**src/rtl/core_pkg.sv**
```systemverilog
// core_pkg: shared types and constants for the pipelined RISC-V core.
//   arb_state_t     state encoding of the IF/MEM memory arbiter
//   OPC_*           major opcodes (load/store/branch/ALU) shared with control
//   isMemOpcode()   true for opcodes that need the load/store port
package core_pkg;

    typedef enum logic [2:0] {
        IDLE,
        BUSY_I,
        BUSY_D,
        DONE_I,
        DONE_D
    } arb_state_t;

    localparam int ARB_ADDR_W = 32;
    localparam int ARB_DATA_W = 32;

    localparam logic [6:0] OPC_LOAD    = 7'b0000011;
    localparam logic [6:0] OPC_STORE   = 7'b0100011;
    localparam logic [6:0] OPC_BRANCH  = 7'b1100011;
    localparam logic [6:0] OPC_ALU     = 7'b0110011;
    localparam logic [6:0] OPC_ALU_IMM = 7'b0010011;

    function automatic logic isMemOpcode(input logic [6:0] opc);
        return (opc == OPC_LOAD) || (opc == OPC_STORE);
    endfunction

endpackage

```
**src/rtl/mem_arbiter_if.sv**
```systemverilog
// mem_arbiter_if: all bus signals around the IF/MEM memory arbiter.
//   IF port   : if_req, if_addr -> if_rdata, if_valid, if_stall
//   Data port : d_rd, d_wr, d_addr, d_wdata, d_be -> d_rdata, d_valid, d_stall
//   Memory    : mem_req, mem_we, mem_addr, mem_wdata, mem_be <- mem_rdata, mem_ack
//   Status    : busy
// Modports:
//   slave  - the arbiter itself (serves both core ports, drives the memory)
//   master - the surrounding core pipeline and memory model
interface mem_arbiter_if #(
    parameter int ADDR_W = 32,
    parameter int DATA_W = 32
);
    localparam int BE_W = DATA_W / 8;

    logic              if_req;
    logic [ADDR_W-1:0] if_addr;
    logic [DATA_W-1:0] if_rdata;
    logic              if_valid;
    logic              if_stall;

    logic              d_rd;
    logic              d_wr;
    logic [ADDR_W-1:0] d_addr;
    logic [DATA_W-1:0] d_wdata;
    logic [BE_W-1:0]   d_be;
    logic [DATA_W-1:0] d_rdata;
    logic              d_valid;
    logic              d_stall;

    logic              mem_req;
    logic              mem_we;
    logic [ADDR_W-1:0] mem_addr;
    logic [DATA_W-1:0] mem_wdata;
    logic [BE_W-1:0]   mem_be;
    logic [DATA_W-1:0] mem_rdata;
    logic              mem_ack;

    logic              busy;

    modport slave (
        input  if_req, if_addr,
        output if_rdata, if_valid, if_stall,
        input  d_rd, d_wr, d_addr, d_wdata, d_be,
        output d_rdata, d_valid, d_stall,
        output mem_req, mem_we, mem_addr, mem_wdata, mem_be,
        input  mem_rdata, mem_ack,
        output busy
    );

    modport master (
        output if_req, if_addr,
        input  if_rdata, if_valid, if_stall,
        output d_rd, d_wr, d_addr, d_wdata, d_be,
        input  d_rdata, d_valid, d_stall,
        input  mem_req, mem_we, mem_addr, mem_wdata, mem_be,
        output mem_rdata, mem_ack,
        input  busy
    );

endinterface

```
**src/rtl/mem_arbiter.sv**
```systemverilog
// mem_arbiter: shares one single-port memory between instruction fetch and
// load/store. One transaction at a time; the data port wins ties so the older
// instruction drains first.
// Ports:
//   clk    - clock, all state on the rising edge
//   rst_n  - asynchronous active-low reset
//   bus    - mem_arbiter_if.slave (IF port, data port, memory port, busy)
// The memory-side outputs are registered at grant and held until mem_ack.
// Each completed access produces a one-cycle valid pulse on its port; stalls
// are the only combinational outputs.
module mem_arbiter
    import core_pkg::*;
#(
    parameter int ADDR_W = 32,
    parameter int DATA_W = 32
) (
    input  logic          clk,
    input  logic          rst_n,
    mem_arbiter_if.slave  bus
);

    localparam int BE_W = DATA_W / 8;

    arb_state_t        stateReg, stateNext;

    logic              memReqReg, memReqNext;
    logic              memWeReg, memWeNext;
    logic [ADDR_W-1:0] memAddrReg, memAddrNext;
    logic [DATA_W-1:0] memWdataReg, memWdataNext;
    logic [BE_W-1:0]   memBeReg, memBeNext;
    logic [DATA_W-1:0] ifRdataReg, ifRdataNext;
    logic [DATA_W-1:0] dRdataReg, dRdataNext;
    logic              ifValidReg, ifValidNext;
    logic              dValidReg, dValidNext;

    logic              dReq;
    logic              grantD;
    logic              grantI;

    assign dReq = bus.d_rd | bus.d_wr;

    always_comb begin
        stateNext    = stateReg;
        memReqNext   = memReqReg;
        memWeNext    = memWeReg;
        memAddrNext  = memAddrReg;
        memWdataNext = memWdataReg;
        memBeNext    = memBeReg;
        ifRdataNext  = ifRdataReg;
        dRdataNext   = dRdataReg;
        ifValidNext  = 1'b0;
        dValidNext   = 1'b0;
        grantD       = 1'b0;
        grantI       = 1'b0;

        case (stateReg)
            IDLE: begin
                if (dReq) begin
                    grantD = 1'b1;
                end else if (bus.if_req) begin
                    grantI = 1'b1;
                end
            end
            BUSY_I: begin
                if (bus.mem_ack) begin
                    stateNext   = DONE_I;
                    memReqNext  = 1'b0;
                    memWeNext   = 1'b0;
                    ifRdataNext = bus.mem_rdata;
                    ifValidNext = 1'b1;
                end
            end
            BUSY_D: begin
                if (bus.mem_ack) begin
                    stateNext  = DONE_D;
                    memReqNext = 1'b0;
                    memWeNext  = 1'b0;
                    // A store (including rd+wr together) leaves load data untouched.
                    if (!memWeReg) begin
                        dRdataNext = bus.mem_rdata;
                    end
                    dValidNext = 1'b1;
                end
            end
            // In a completion cycle the served port is still holding its
            // (already finished) request, so only the other port is looked at.
            DONE_I: begin
                if (dReq) begin
                    grantD = 1'b1;
                end else begin
                    stateNext = IDLE;
                end
            end
            DONE_D: begin
                if (bus.if_req) begin
                    grantI = 1'b1;
                end else begin
                    stateNext = IDLE;
                end
            end
            default: begin
                stateNext = IDLE;
            end
        endcase

        if (grantD) begin
            stateNext    = BUSY_D;
            memReqNext   = 1'b1;
            memWeNext    = bus.d_wr;
            memAddrNext  = bus.d_addr;
            memWdataNext = bus.d_wdata;
            memBeNext    = bus.d_wr ? bus.d_be : '1;
        end else if (grantI) begin
            stateNext    = BUSY_I;
            memReqNext   = 1'b1;
            memWeNext    = 1'b0;
            memAddrNext  = bus.if_addr;
            memWdataNext = '0;
            memBeNext    = '1;
        end
    end

    always_ff @(posedge clk or negedge rst_n) begin
        if (!rst_n) begin
            stateReg    <= IDLE;
            memReqReg   <= 1'b0;
            memWeReg    <= 1'b0;
            memAddrReg  <= '0;
            memWdataReg <= '0;
            memBeReg    <= '0;
            ifRdataReg  <= '0;
            dRdataReg   <= '0;
            ifValidReg  <= 1'b0;
            dValidReg   <= 1'b0;
        end else begin
            stateReg    <= stateNext;
            memReqReg   <= memReqNext;
            memWeReg    <= memWeNext;
            memAddrReg  <= memAddrNext;
            memWdataReg <= memWdataNext;
            memBeReg    <= memBeNext;
            ifRdataReg  <= ifRdataNext;
            dRdataReg   <= dRdataNext;
            ifValidReg  <= ifValidNext;
            dValidReg   <= dValidNext;
        end
    end

    assign bus.mem_req   = memReqReg;
    assign bus.mem_we    = memWeReg;
    assign bus.mem_addr  = memAddrReg;
    assign bus.mem_wdata = memWdataReg;
    assign bus.mem_be    = memBeReg;
    assign bus.if_rdata  = ifRdataReg;
    assign bus.d_rdata   = dRdataReg;
    assign bus.if_valid  = ifValidReg;
    assign bus.d_valid   = dValidReg;
    assign bus.busy      = (stateReg != IDLE);

    assign bus.if_stall  = bus.if_req & ~ifValidReg;
    assign bus.d_stall   = dReq & ~dValidReg;

endmodule
```
**src/flat_wrapper.sv**
```systemverilog
// flat-port wrapper written by rule: the top's interface ports become plain ports
module mem_arbiter_flat import core_pkg::*;
#(
    parameter int ADDR_W = 32,
    parameter int DATA_W = 32
)
  (clk, rst_n, bus_if_req, bus_if_addr, bus_if_rdata, bus_if_valid, bus_if_stall, bus_d_rd, bus_d_wr, bus_d_addr, bus_d_wdata, bus_d_be, bus_d_rdata, bus_d_valid, bus_d_stall, bus_mem_req, bus_mem_we, bus_mem_addr, bus_mem_wdata, bus_mem_be, bus_mem_rdata, bus_mem_ack, bus_busy);
  mem_arbiter_if #(.ADDR_W(ADDR_W), .DATA_W(DATA_W)) bus_i ();
  input  logic clk;
  input  logic rst_n;
  input wire logic [$bits(bus_i.if_req)-1:0] bus_if_req;
  input wire logic [$bits(bus_i.if_addr)-1:0] bus_if_addr;
  output wire logic [$bits(bus_i.if_rdata)-1:0] bus_if_rdata;
  output wire logic [$bits(bus_i.if_valid)-1:0] bus_if_valid;
  output wire logic [$bits(bus_i.if_stall)-1:0] bus_if_stall;
  input wire logic [$bits(bus_i.d_rd)-1:0] bus_d_rd;
  input wire logic [$bits(bus_i.d_wr)-1:0] bus_d_wr;
  input wire logic [$bits(bus_i.d_addr)-1:0] bus_d_addr;
  input wire logic [$bits(bus_i.d_wdata)-1:0] bus_d_wdata;
  input wire logic [$bits(bus_i.d_be)-1:0] bus_d_be;
  output wire logic [$bits(bus_i.d_rdata)-1:0] bus_d_rdata;
  output wire logic [$bits(bus_i.d_valid)-1:0] bus_d_valid;
  output wire logic [$bits(bus_i.d_stall)-1:0] bus_d_stall;
  output wire logic [$bits(bus_i.mem_req)-1:0] bus_mem_req;
  output wire logic [$bits(bus_i.mem_we)-1:0] bus_mem_we;
  output wire logic [$bits(bus_i.mem_addr)-1:0] bus_mem_addr;
  output wire logic [$bits(bus_i.mem_wdata)-1:0] bus_mem_wdata;
  output wire logic [$bits(bus_i.mem_be)-1:0] bus_mem_be;
  input wire logic [$bits(bus_i.mem_rdata)-1:0] bus_mem_rdata;
  input wire logic [$bits(bus_i.mem_ack)-1:0] bus_mem_ack;
  output wire logic [$bits(bus_i.busy)-1:0] bus_busy;
  assign bus_i.if_req = bus_if_req;
  assign bus_i.if_addr = bus_if_addr;
  assign bus_if_rdata = bus_i.if_rdata;
  assign bus_if_valid = bus_i.if_valid;
  assign bus_if_stall = bus_i.if_stall;
  assign bus_i.d_rd = bus_d_rd;
  assign bus_i.d_wr = bus_d_wr;
  assign bus_i.d_addr = bus_d_addr;
  assign bus_i.d_wdata = bus_d_wdata;
  assign bus_i.d_be = bus_d_be;
  assign bus_d_rdata = bus_i.d_rdata;
  assign bus_d_valid = bus_i.d_valid;
  assign bus_d_stall = bus_i.d_stall;
  assign bus_mem_req = bus_i.mem_req;
  assign bus_mem_we = bus_i.mem_we;
  assign bus_mem_addr = bus_i.mem_addr;
  assign bus_mem_wdata = bus_i.mem_wdata;
  assign bus_mem_be = bus_i.mem_be;
  assign bus_i.mem_rdata = bus_mem_rdata;
  assign bus_i.mem_ack = bus_mem_ack;
  assign bus_busy = bus_i.busy;
  mem_arbiter #(.ADDR_W(ADDR_W), .DATA_W(DATA_W)) u_core (.clk(clk), .rst_n(rst_n), .bus(bus_i));
endmodule
```
**config.mk**
```make
export PLATFORM = sky130hd
export DESIGN_NAME = mem_arbiter_flat
export DESIGN_NICKNAME = d
export VERILOG_FILES = /design/src/rtl/core_pkg.sv /design/src/rtl/mem_arbiter_if.sv /design/src/rtl/mem_arbiter.sv /design/src/flat_wrapper.sv
export SDC_FILE = /design/constraint.sdc
export NUM_CORES = 1
export LEC_CHECK = 0
export CAP_MARGIN = 15
export CORE_UTILIZATION = 41
export DETAILED_ROUTE_END_ITERATION = 10
export GPL_TIMING_DRIVEN = 0
export PLACE_DENSITY = 0.87
export SLEW_MARGIN = 10
export SYNTH_ARGS = -nofsm -noshare
export SYNTH_HDL_FRONTEND = slang
export SYNTH_SLANG_ARGS = --single-unit
```
**constraint.sdc**
```tcl
create_clock -name clk -period 2.25 [get_ports clk]
set_input_delay 0.675 -clock clk [delete_from_list [all_inputs] [get_ports clk]]
set_output_delay 0.675 -clock clk [all_outputs]
set_load 0.05 [all_outputs]
```
==> summary.md, run 1 <==
| Metric | Value |
|---|---|
| Grt ovf | `0` |
| Mapped Nets | `588` |
| #FFs+latches synth | `139` |
| First-pass GRT wire length | `27.6 mm` |
| Leak | `0.00423 uW` |
| Placed instance area | `8840 um2` |
| Mux share of post-synthesis cell area | `13.0%` |
| Final RePlAce weighted congestion | `0.926` |
| Max Cap Viol | `0` |
| Register area | `3480 um2` |
| R2r setup slk | `0.33 ns` |
| R2R depth | `6` |
| CP arrival | `1.57 ns` |
| Crit path max-delay cell type | `or3_4` |
| Status | `finished, final reports clean` |
| DP Wirelength | `13.5 mm` |
| Critical path's most frequent cell | `buf_6` |
| Simple logic cell fraction of the synthesized area | `8.58%` |
| Port bufs | `275` |
| Final WS setup | `0.00546 ns` |
| Crit-path leading delay family | `buffers and inverters` |
| Count leader, synth | `dfrtp_1` |
| Post-synth top area share | `59.6%` |
| RSZ-0062 raised after global routing | `yes` |
| Synth Flop Type | `dfrtp_1` |
| Crit. End Element | `output port` |
| Vias post-DR | `5068` |
| CTS Sinks | `139` |
| CTS buffer count | `17` |
| Final Core Density | `68.0%` |
| Synth async-reset ratio | `100%` |
| Clock Latency Late Sink | `0.41 ns` |
| Synth Cell Area | `5840 um2` |
| Deepest clock path buffer count | `2` |
| Area delta synth->final | `61.8%` |
| WL/cell | `19.3 um` |
| Starting Density | `42.0%` |
| Cell taking the most area after synthesis | `dfrtp_1` |
| Vias per cell | `5.39` |
| Max-slew violations | `0` |
| Post-synth EDFFs | `0` |
| Area of the multi-input gates | `2110 um2` |
| Synth Area in XOR/XNOR | `0.429%` |
| Worst Skew | `0.00693 ns` |
| Post-DRT Antenna Nets | `0` |
| Vias in the first global route | `5411` |
| Die Wd | `121 um` |
| Peak VDD IR | `1300 uV` |
| Synth warn | `0` |
| Top post-synthesis cells by count | `dfrtp_1, nor3_1, mux2_2, a32o_1, a21oi_1` |
| Cells along the critical path | `buf_6 -> buf_6 -> or3_4 -> buf_12` |
| Post-Synthesis Mean Instance Area | `13.0 um2` |
| Critical path class | `reg -> out` |
| Final instance area | `9440 um2` |
| Slew HR | `50.4%` |
| Final wirelength | `18.2 mm` |
| Iteration-0 DRC Markers | `145` |
| CORE AREA | `13900 um2` |
| Initial antenna violation count | `0` |
| Fin crit period | `2.24 ns` |
| # fillers | `1026` |
| Power per cell area | `1850 nW/um2` |
| Combinational family with the most area after synthesis | `compound AO/OA/AOI/OAI gates` |
| RR Startpoint | `u_core.stateReg[0]` |
| DRT Pass-1 Iters | `5` |
| CTS H-tree depth | `4` |
| Total track usage | `24.9%` |
| Crit-path max FO | `10` |
| Synth Area in Adders | `0%` |
| Largest net degree at the start of global routing | `82` |
| HP Class | `in -> async` |
| Final setup viols | `0` |
| Part of the cycle the worst path needs | `99.8%` |
| Worst reg2reg path endpoint | `u_core.bus.mem_wdata[19]` |
| Share of layout cells above drive strength 1 | `17.1%` |
| Total die area | `14700 um2` |
| Die height | `121 um` |
| Post-synthesis compound-gate area fraction | `14.1%` |
| Crit path largest cell delay | `0.38 ns` |
| Num ports | `277` |
| Sum of buffers and inverters on the critical path | `3` |
| Final net count | `887` |
| Number of unique standard cell types used by synthesis | `40` |
| Post-Synthesis Cells | `450` |
| Final hold violation count | `0` |
| Final Total Pwr | `17500 uW` |
| CTS tree | `built` |
| N_diodes | `0` |
| Sequential area share after synthesis | `59.6%` |
| Clk root buf | `clkbuf_16` |
| Pre-CTS WS | `-0.684 ns` |
| Std-Cell Rows | `43` |
| Number of remaining DRC errors | `0` |
| CP required | `1.57 ns` |
| Fmax achieved | `0.446 GHz` |
| CP Launch Type | `register` |
| Worst slew pin tran | `0.743 ns` |
| Area contributors post-synth | `dfrtp_1, mux2_2, a32o_1` |
| Worst-path clk slew | `0.06 ns` |
==> metrics by stage <==
step | cells | setup TNS [ns] | hold WS (ns)
2_1_floorplan | 450 | 0 | 0.379
3_3_place_gp | 905 | -689.40 | 0.473
3_5_place_dp | 906 | -46.61 | 0.494
4_1_cts | 937 | -0.199 | 0.332
5_1_grt | 941 | -0.0444 | 0.361
6_report | 941 | 0 | 0.303
==> layout make-up <==
class / instances / area share [%]
Buffer: 45 / 2.72
Clock buffer: 25 / 5.35
Clock inverter: 6 / 1.40
Inverter: 1 / 0.0397
Multi-Input combinational cell: 265 / 22.4
Sequential cell: 139 / 36.8
Tap cell: 180 / 2.38
Timing Repair Buffer: 280 / 28.9
==> per-layer routing <==
| layer | global-route usage, % | share of wire [%] | vias to the layer above | wire [um] |
|---|---|---|---|---|
| met5 | 0 | 0 | - | 0 |
| met4 | 9.26 | 2.1 | 0 | 390 |
| met3 | 9.12 | 10 | 36 | 1900 |
| met2 | 44.7 | 51 | 294 | 9280 |
| met1 | 26.6 | 36 | 2441 | 6600 |
| li1 | - | - | 2297 | - |
==> worst reg2reg max path: stages (launching register included) <==
cell and delay, ns:
dfrtp_1 0.37, buf_6 0.12, buf_4 0.13, xor2_2 0.20, nor2_1 0.38, clkbuf_1 0.45, a32o_1 0.21
==> state kept, by name, summed over array words and instances (netlist names) <==
| name | flops |
|---|---|
| u_core.bus.mem_we | 1 |
| u_core.bus.if_rdata | 32 |
| u_core.bus.mem_req | 1 |
| u_core.bus.d_rdata | 32 |
| u_core.stateReg | 3 |
| u_core.bus.if_valid | 1 |
| u_core.bus.mem_addr | 32 |
| u_core.bus.mem_be | 4 |
| u_core.bus.mem_wdata | 32 |
| u_core.bus.d_valid | 1 |
==> cell usage in the layout, fill, tap and decap left out, types with 12 or more instances in the layout <==
master,instances
a211oi_1,28
a21oi_1,29
a32o_1,32
buf_2,12
clkbuf_1,21
clkbuf_16,17
clkdlybuf4s50_1,133
dfrtp_1,138
dlygate4sd2_1,116
dlymetal6s2s_1,22
mux2_2,53
nor3_1,62
==> kinds of logic after synthesis <==
group | after synthesis
mux | 64
simple gates | 89
flops | 139
compound gates | 110
xor+xnor | 2
buf+inv | 46
==> power breakdown <==
group	internal, uW	switching, uW
clock network	2000	967
registers	3750	675
logic	3210	6920
==> repair_timing <==
action | in CTS | in global routing
resized for setup | 131 | 31
setup buffers | 0 | 4
endpoints found under the setup margin | 137 | 29
hold buffers | 0 | 0
==> worst max path at each step <==
| stage | endpoint | cells past startpoint | startpoint | slack [ns] |
|---|---|---|---|---|
| 2_1_floorplan | bus_if_stall | 2 | bus_if_req | 0.02 |
| 3_3_place_gp | u_core.bus.mem_addr[18] | 1 | rst_n | -4.66 |
| 3_5_place_dp | bus_d_stall | 4 | bus_d_rd | -0.68 |
| 4_1_cts | bus_busy | 4 | u_core.stateReg[0] | -0.20 |
| 5_1_grt | bus_busy | 4 | u_core.stateReg[0] | -0.04 |
| 6_report | bus_busy | 4 | u_core.stateReg[0] | 0.005 |
No activity file was read; power rests on OpenSTA's default activity.
==> run 2: changes to the inputs <==
--- a/config.mk
+++ b/config.mk
@@ -10,7 +10,9 @@
 export DETAILED_ROUTE_END_ITERATION = 10
 export GPL_TIMING_DRIVEN = 0
 export PLACE_DENSITY = 0.87
+export REMOVE_ABC_BUFFERS = 1
 export SLEW_MARGIN = 10
 export SYNTH_ARGS = -nofsm -noshare
 export SYNTH_HDL_FRONTEND = slang
 export SYNTH_SLANG_ARGS = --single-unit
+export TNS_END_PERCENT = 30
==> run 2 against run 1 <==
Final area about the same. Sequential share of layout area about the same. Setup slack improved by 0.043 ns. Register-to-register slack lost 0.16 ns. Count of clock-buffer cells in the layout decreased by 3. Clock skew increased by 0.0018 ns. Non-clock buffer count down 26. Critical path type unchanged.
==> summary.md, run 2 (synthesis gave the netlist of run 1 again) <==
| Metric | Value |
|---|---|
| Vias per cell | `5.59` |
| CTS buffer count | `17` |
| Status | `finished, final reports clean` |
| Commonest cells after routing, fill and taps aside | `dfrtp_1, clkdlybuf4s50_1, dlygate4sd2_1` |
| Worst-path clk slew | `0.06 ns` |
| Worst slew pin tran | `0.692 ns` |
| CORE AREA | `13900 um2` |
| Starting Density | `42.0%` |
| Largest net degree at the start of global routing | `77` |
| CP required | `1.57 ns` |
| Most common cell after layout, fill and taps aside | `dfrtp_1` |
| CTS tree | `built` |
| Finished Layout Cells | `915` |
| Crit-path max FO | `2` |
| Dpl cells | `873` |
| Final net count | `861` |
| Crit. End Element | `output port` |
| Final WS setup | `0.0483 ns` |
| R2r setup slk | `0.17 ns` |
| First-pass GRT wire length | `27.4 mm` |
| RSZ-0062 raised after global routing | `no` |
| WL/cell | `19.9 um` |
| Num ports | `277` |
| Fin crit period | `2.20 ns` |
| Total track usage | `24.5%` |
| Max-slew violations | `0` |
| CTS H-tree depth | `4` |
| Port bufs | `276` |
| Final RePlAce weighted congestion | `0.861` |
| Power per cell area | `1860 nW/um2` |
| Leak | `0.00417 uW` |
| Pre-CTS WS | `-1.07 ns` |
| Std-Cell Rows | `43` |
| CP arrival | `1.53 ns` |
| Iteration-0 DRC Markers | `304` |
| Share of layout cells above drive strength 1 | `18.1%` |
| Die Wd | `121 um` |
| Number of remaining DRC errors | `0` |
| CTS Hold Buffers Added | `0` |
| Final hold violation count | `0` |
| DP Wirelength | `12.7 mm` |
| Max Cap Viol | `0` |
| Initial antenna violation count | `0` |
| Die height | `121 um` |
| HP Class | `in -> async` |
| Slew HR | `53.8%` |
| Part of the cycle the worst path needs | `97.9%` |
| Post-DRT Antenna Nets | `0` |
| Clock Latency Late Sink | `0.41 ns` |
| Area delta synth->final | `61.9%` |
| Final wirelength | `18.2 mm` |
| Deepest clock path buffer count | `2` |
| # fillers | `988` |
| DRT Pass-1 Iters | `5` |
| Vias in the first global route | `5296` |
| N_diodes | `0` |
| CP Launch Type | `register` |
| Fmax achieved | `0.454 GHz` |
| Vias post-DR | `5118` |
| Total die area | `14700 um2` |
| Grt ovf | `0` |
| Clk root buf | `clkbuf_16` |
| CTS Sinks | `139` |
| Final setup viols | `0` |
| Worst Skew | `0.00876 ns` |
| Peak VDD IR | `1180 uV` |
| Critical path class | `reg -> out` |
==> run 2: per-stage QoR <==
stage / setup TNS, ns / utilization, % / power, uW / area, um2 / hold slack, ns
after detailed placement: -91.14 / 63.7 / 15400 / 8840 / 0.491
after global routing: 0 / 68.1 / 18300 / 9450 / 0.275
after floorplan: -106.34 / - / 11200 / 5590 / 0.379
after CTS: 0 / 67.4 / 17600 / 9350 / 0.244
after global placement: -947.72 / 61.8 / 14600 / 8580 / 0.469
final: 0 / 68.1 / 17600 / 9450 / 0.234
==> run 2: routing by layer <==
metal,GRT usage [%],vias up,routed length [um]
met1,26.7,2509,6720
met4,10.9,0,538
met2,41.5,305,8860
met3,10.0,50,2080
li1,-,2254,-
met5,0,-,0
==> run 2: cell type report <==
class | count | area [um2] | area share [%]
sequential | 139 | 3480 | 36.9
timing repair buffer | 299 | 2980 | 31.5
multi-input combinational | 265 | 2150 | 22.8
clock buffer | 22 | 464 | 4.91
tap | 180 | 225 | 2.38
clock inverter | 9 | 139 | 1.47
inverter | 1 | 3.75 | 0.0397
==> run 2: critical path, cell delays in order, from the launching register on <==
cell and delay (ns):
dfrtp_4 0.47, or3_2 0.48, buf_6 0.17
==> run 2: final timing paths <==
check	end	startpoint	depth (start not counted)
worst max-delay path	bus_busy	u_core.stateReg[0]	2
worst min-delay path	u_core.bus.mem_addr[24]	rst_n	1
worst max register to register	u_core.bus.mem_wdata[19]	u_core.stateReg[0]	4
worst min register to register	u_core.bus.if_rdata[3]	u_core.bus.if_rdata[3]	1
max in group asynchronous	u_core.stateReg[0]	rst_n	2
min in group clk	u_core.bus.if_rdata[3]	u_core.bus.if_rdata[3]	1
==> run 2: power by group <==
part / internal (uW) / switching (uW) / total [uW] / leakage [uW]
Sequential: 3750 / 668 / 4420 / 0.00165
Clock: 1800 / 1030 / 2830 / 0.000295
Combinational: 3330 / 6970 / 10300 / 0.00222
==> run 2: repair_timing <==
action                                  4_1_cts  5_1_grt
pin swaps                                     1        1
endpoints found under the setup margin      238       39
buffers inserted                              6        4
resized for setup                           148       15
==> run 3: changes to the inputs <==
--- a/config.mk
+++ b/config.mk
@@ -11,6 +11,7 @@
 export GPL_TIMING_DRIVEN = 0
 export PLACE_DENSITY = 0.87
 export REMOVE_ABC_BUFFERS = 1
+export SKIP_LAST_GASP = 1
 export SLEW_MARGIN = 10
 export SYNTH_ARGS = -nofsm -noshare
 export SYNTH_HDL_FRONTEND = slang
==> run 3 against run 2 <==
The flow now finishes with violations (negative setup slack). Global-route usage shrank 0.062 points. Fmax is 4.5% lower. Critical path depth grew 1. Power grew 4.2%. Sequential power rose by 0.9%. Clock power hardly changed. First-iteration DRC count down 5.6%. Clock skew increased by 0.00066 ns. Cell count down 0.44%. Non-clock buffer count shrank 4. Via count down 1.2%. Critical path type is now in -> out. Largest power group unchanged.
==> summary.md, run 3 (synthesis gave the netlist of run 1 again) <==
| Metric | Value |
|---|---|
| CTS Sinks | `139` |
| # fillers | `905` |
| DP Wirelength | `12.7 mm` |
| Starting Density | `42.0%` |
| Fin crit period | `2.31 ns` |
| CTS Hold Buffers Added | `0` |
| Share of layout cells above drive strength 1 | `17.5%` |
| Final Total Pwr | `18300 uW` |
| Final net count | `857` |
| CP arrival | `1.63 ns` |
| Most common cell after layout, fill and taps aside | `clkdlybuf4s50_1` |
| CORE AREA | `13900 um2` |
| Area of the multi-input gates | `2150 um2` |
| Die Wd | `121 um` |
| Part of the cycle the worst path needs | `102%` |
| Number of remaining DRC errors | `0` |
| Final hold violation count | `0` |
| Final wirelength | `18.2 mm` |
| GR peak layer | `met2` |
| GR met3 Demand/Resource | `10.1%` |
| CTS H-tree depth | `4` |
| Vias post-DR | `5055` |
| CP required | `1.57 ns` |
| Status | `complete, but fails checks` |
| Worst slew pin tran | `0.674 ns` |
| CTS tree | `built` |
| CTS buffer count | `17` |
| Peak VDD IR | `1260 uV` |
| Grt ovf | `0` |
| Met2 Use GR | `41.3%` |
| HP Class | `in -> async` |
| WL/cell | `20.0 um` |
| Initial antenna violation count | `0` |
| Failing checks | `negative setup slack` |
| CP Launch Type | `input pin` |
| Std-Cell Rows | `43` |
| Clock Latency Late Sink | `0.41 ns` |
| DRT Pass-1 Iters | `5` |
| GR Util met1 | `26.8%` |
| Num ports | `277` |
| Deepest clock path buffer count | `2` |
| Area delta synth->final | `65.1%` |
| Final setup viols | `24` |
| Final Core Density | `69.4%` |
| RSZ-0062 raised after global routing | `yes` |
| Critical path class | `in -> out` |
| Crit. End Element | `output port` |
| Leak | `0.00424 uW` |
| Post-DRT Antenna Nets | `0` |
| Worst Skew | `0.00942 ns` |
| Final RePlAce weighted congestion | `0.861` |
| Pre-CTS WS | `-1.07 ns` |
| Final WS setup | `-0.0562 ns` |
| Total die area | `14700 um2` |
| N_diodes | `0` |
| Clk root buf | `clkbuf_16` |
| First-pass GRT wire length | `27.3 mm` |
| Register area | `3480 um2` |
| Crit-path max FO | `9` |
| Total track usage | `24.4%` |
| Power per cell area | `1900 nW/um2` |
| Max-slew violations | `0` |
| Port bufs | `276` |
| Max Cap Viol | `0` |
| Commonest cells after routing, fill and taps aside | `clkdlybuf4s50_1, dfrtp_1, nor3_1` |
| Worst-path clk slew | `0.06 ns` |
| Slew HR | `55.0%` |
| Fmax achieved | `0.434 GHz` |
| Vias per cell | `5.55` |
| Largest net degree at the start of global routing | `77` |
| Vias in the first global route | `5281` |
| Iteration-0 DRC Markers | `287` |
| Die height | `121 um` |
==> run 3: final cells by class <==
type                       instances  area share, %
multi-input combinational        265           22.4
inverter                           1         0.0390
sequential                       139           36.2
tap                              180           2.34
clock inverter                     9           1.44
clock buffer                      22           4.82
timing repair buffer             295           32.8
==> run 3: worst max-delay path, stage by stage <==
cell and delay [ns]:
clkdlybuf4s15_1 0.40, nor2b_1 0.18, clkdlybuf4s15_2 0.37
==> run 3: report_power, final <==
part	switching, uW	internal (uW)
combinational	6970	4020
clock	1030	1810
sequential	706	3750
==> run 3: metal layers <==
layer | wire [um] | vias to the layer above
met5 | 0 | -
met4 | 372 | 0
met3 | 1920 | 32
met2 | 9140 | 275
met1 | 6780 | 2502
li1 | - | 2246
==> run 3: timing repair <==
action	in CTS	in global routing
setup buffers	6	0
setup endpoints to repair	238	161
pin swaps	1	0
resized for setup	25	48
==> run 3: path summary, 6_finish.rpt <==
check	from	endpoint	slack, ns	depth (start not counted)
worst max-delay path	bus_if_req	bus_if_stall	-0.06	3
worst min-delay path	rst_n	u_core.bus.mem_addr[24]	0.23	1
worst max register to register	u_core.stateReg[0]	u_core.bus.mem_wdata[24]	0.19	6
worst min register to register	u_core.bus.if_rdata[27]	u_core.bus.if_rdata[27]	0.50	1
max in group asynchronous	rst_n	u_core.stateReg[0]	1.23	2
min in group clk	u_core.bus.if_rdata[27]	u_core.bus.if_rdata[27]	0.50	1
==> run 3: through the flow <==
| stage | area, um2 | hold slack (ns) | instances | setup TNS (ns) |
|---|---|---|---|---|
| 5_1_grt | 9630 | 0.275 | 911 | -3.89 |
| 3_3_place_gp | 8580 | 0.469 | 861 | -947.72 |
| 6_report | 9630 | 0.235 | 911 | -0.227 |
| 3_5_place_dp | 8840 | 0.491 | 873 | -91.14 |
| 2_1_floorplan | 5590 | 0.379 | 405 | -106.34 |
| 4_1_cts | 9500 | 0.244 | 910 | -3.33 |
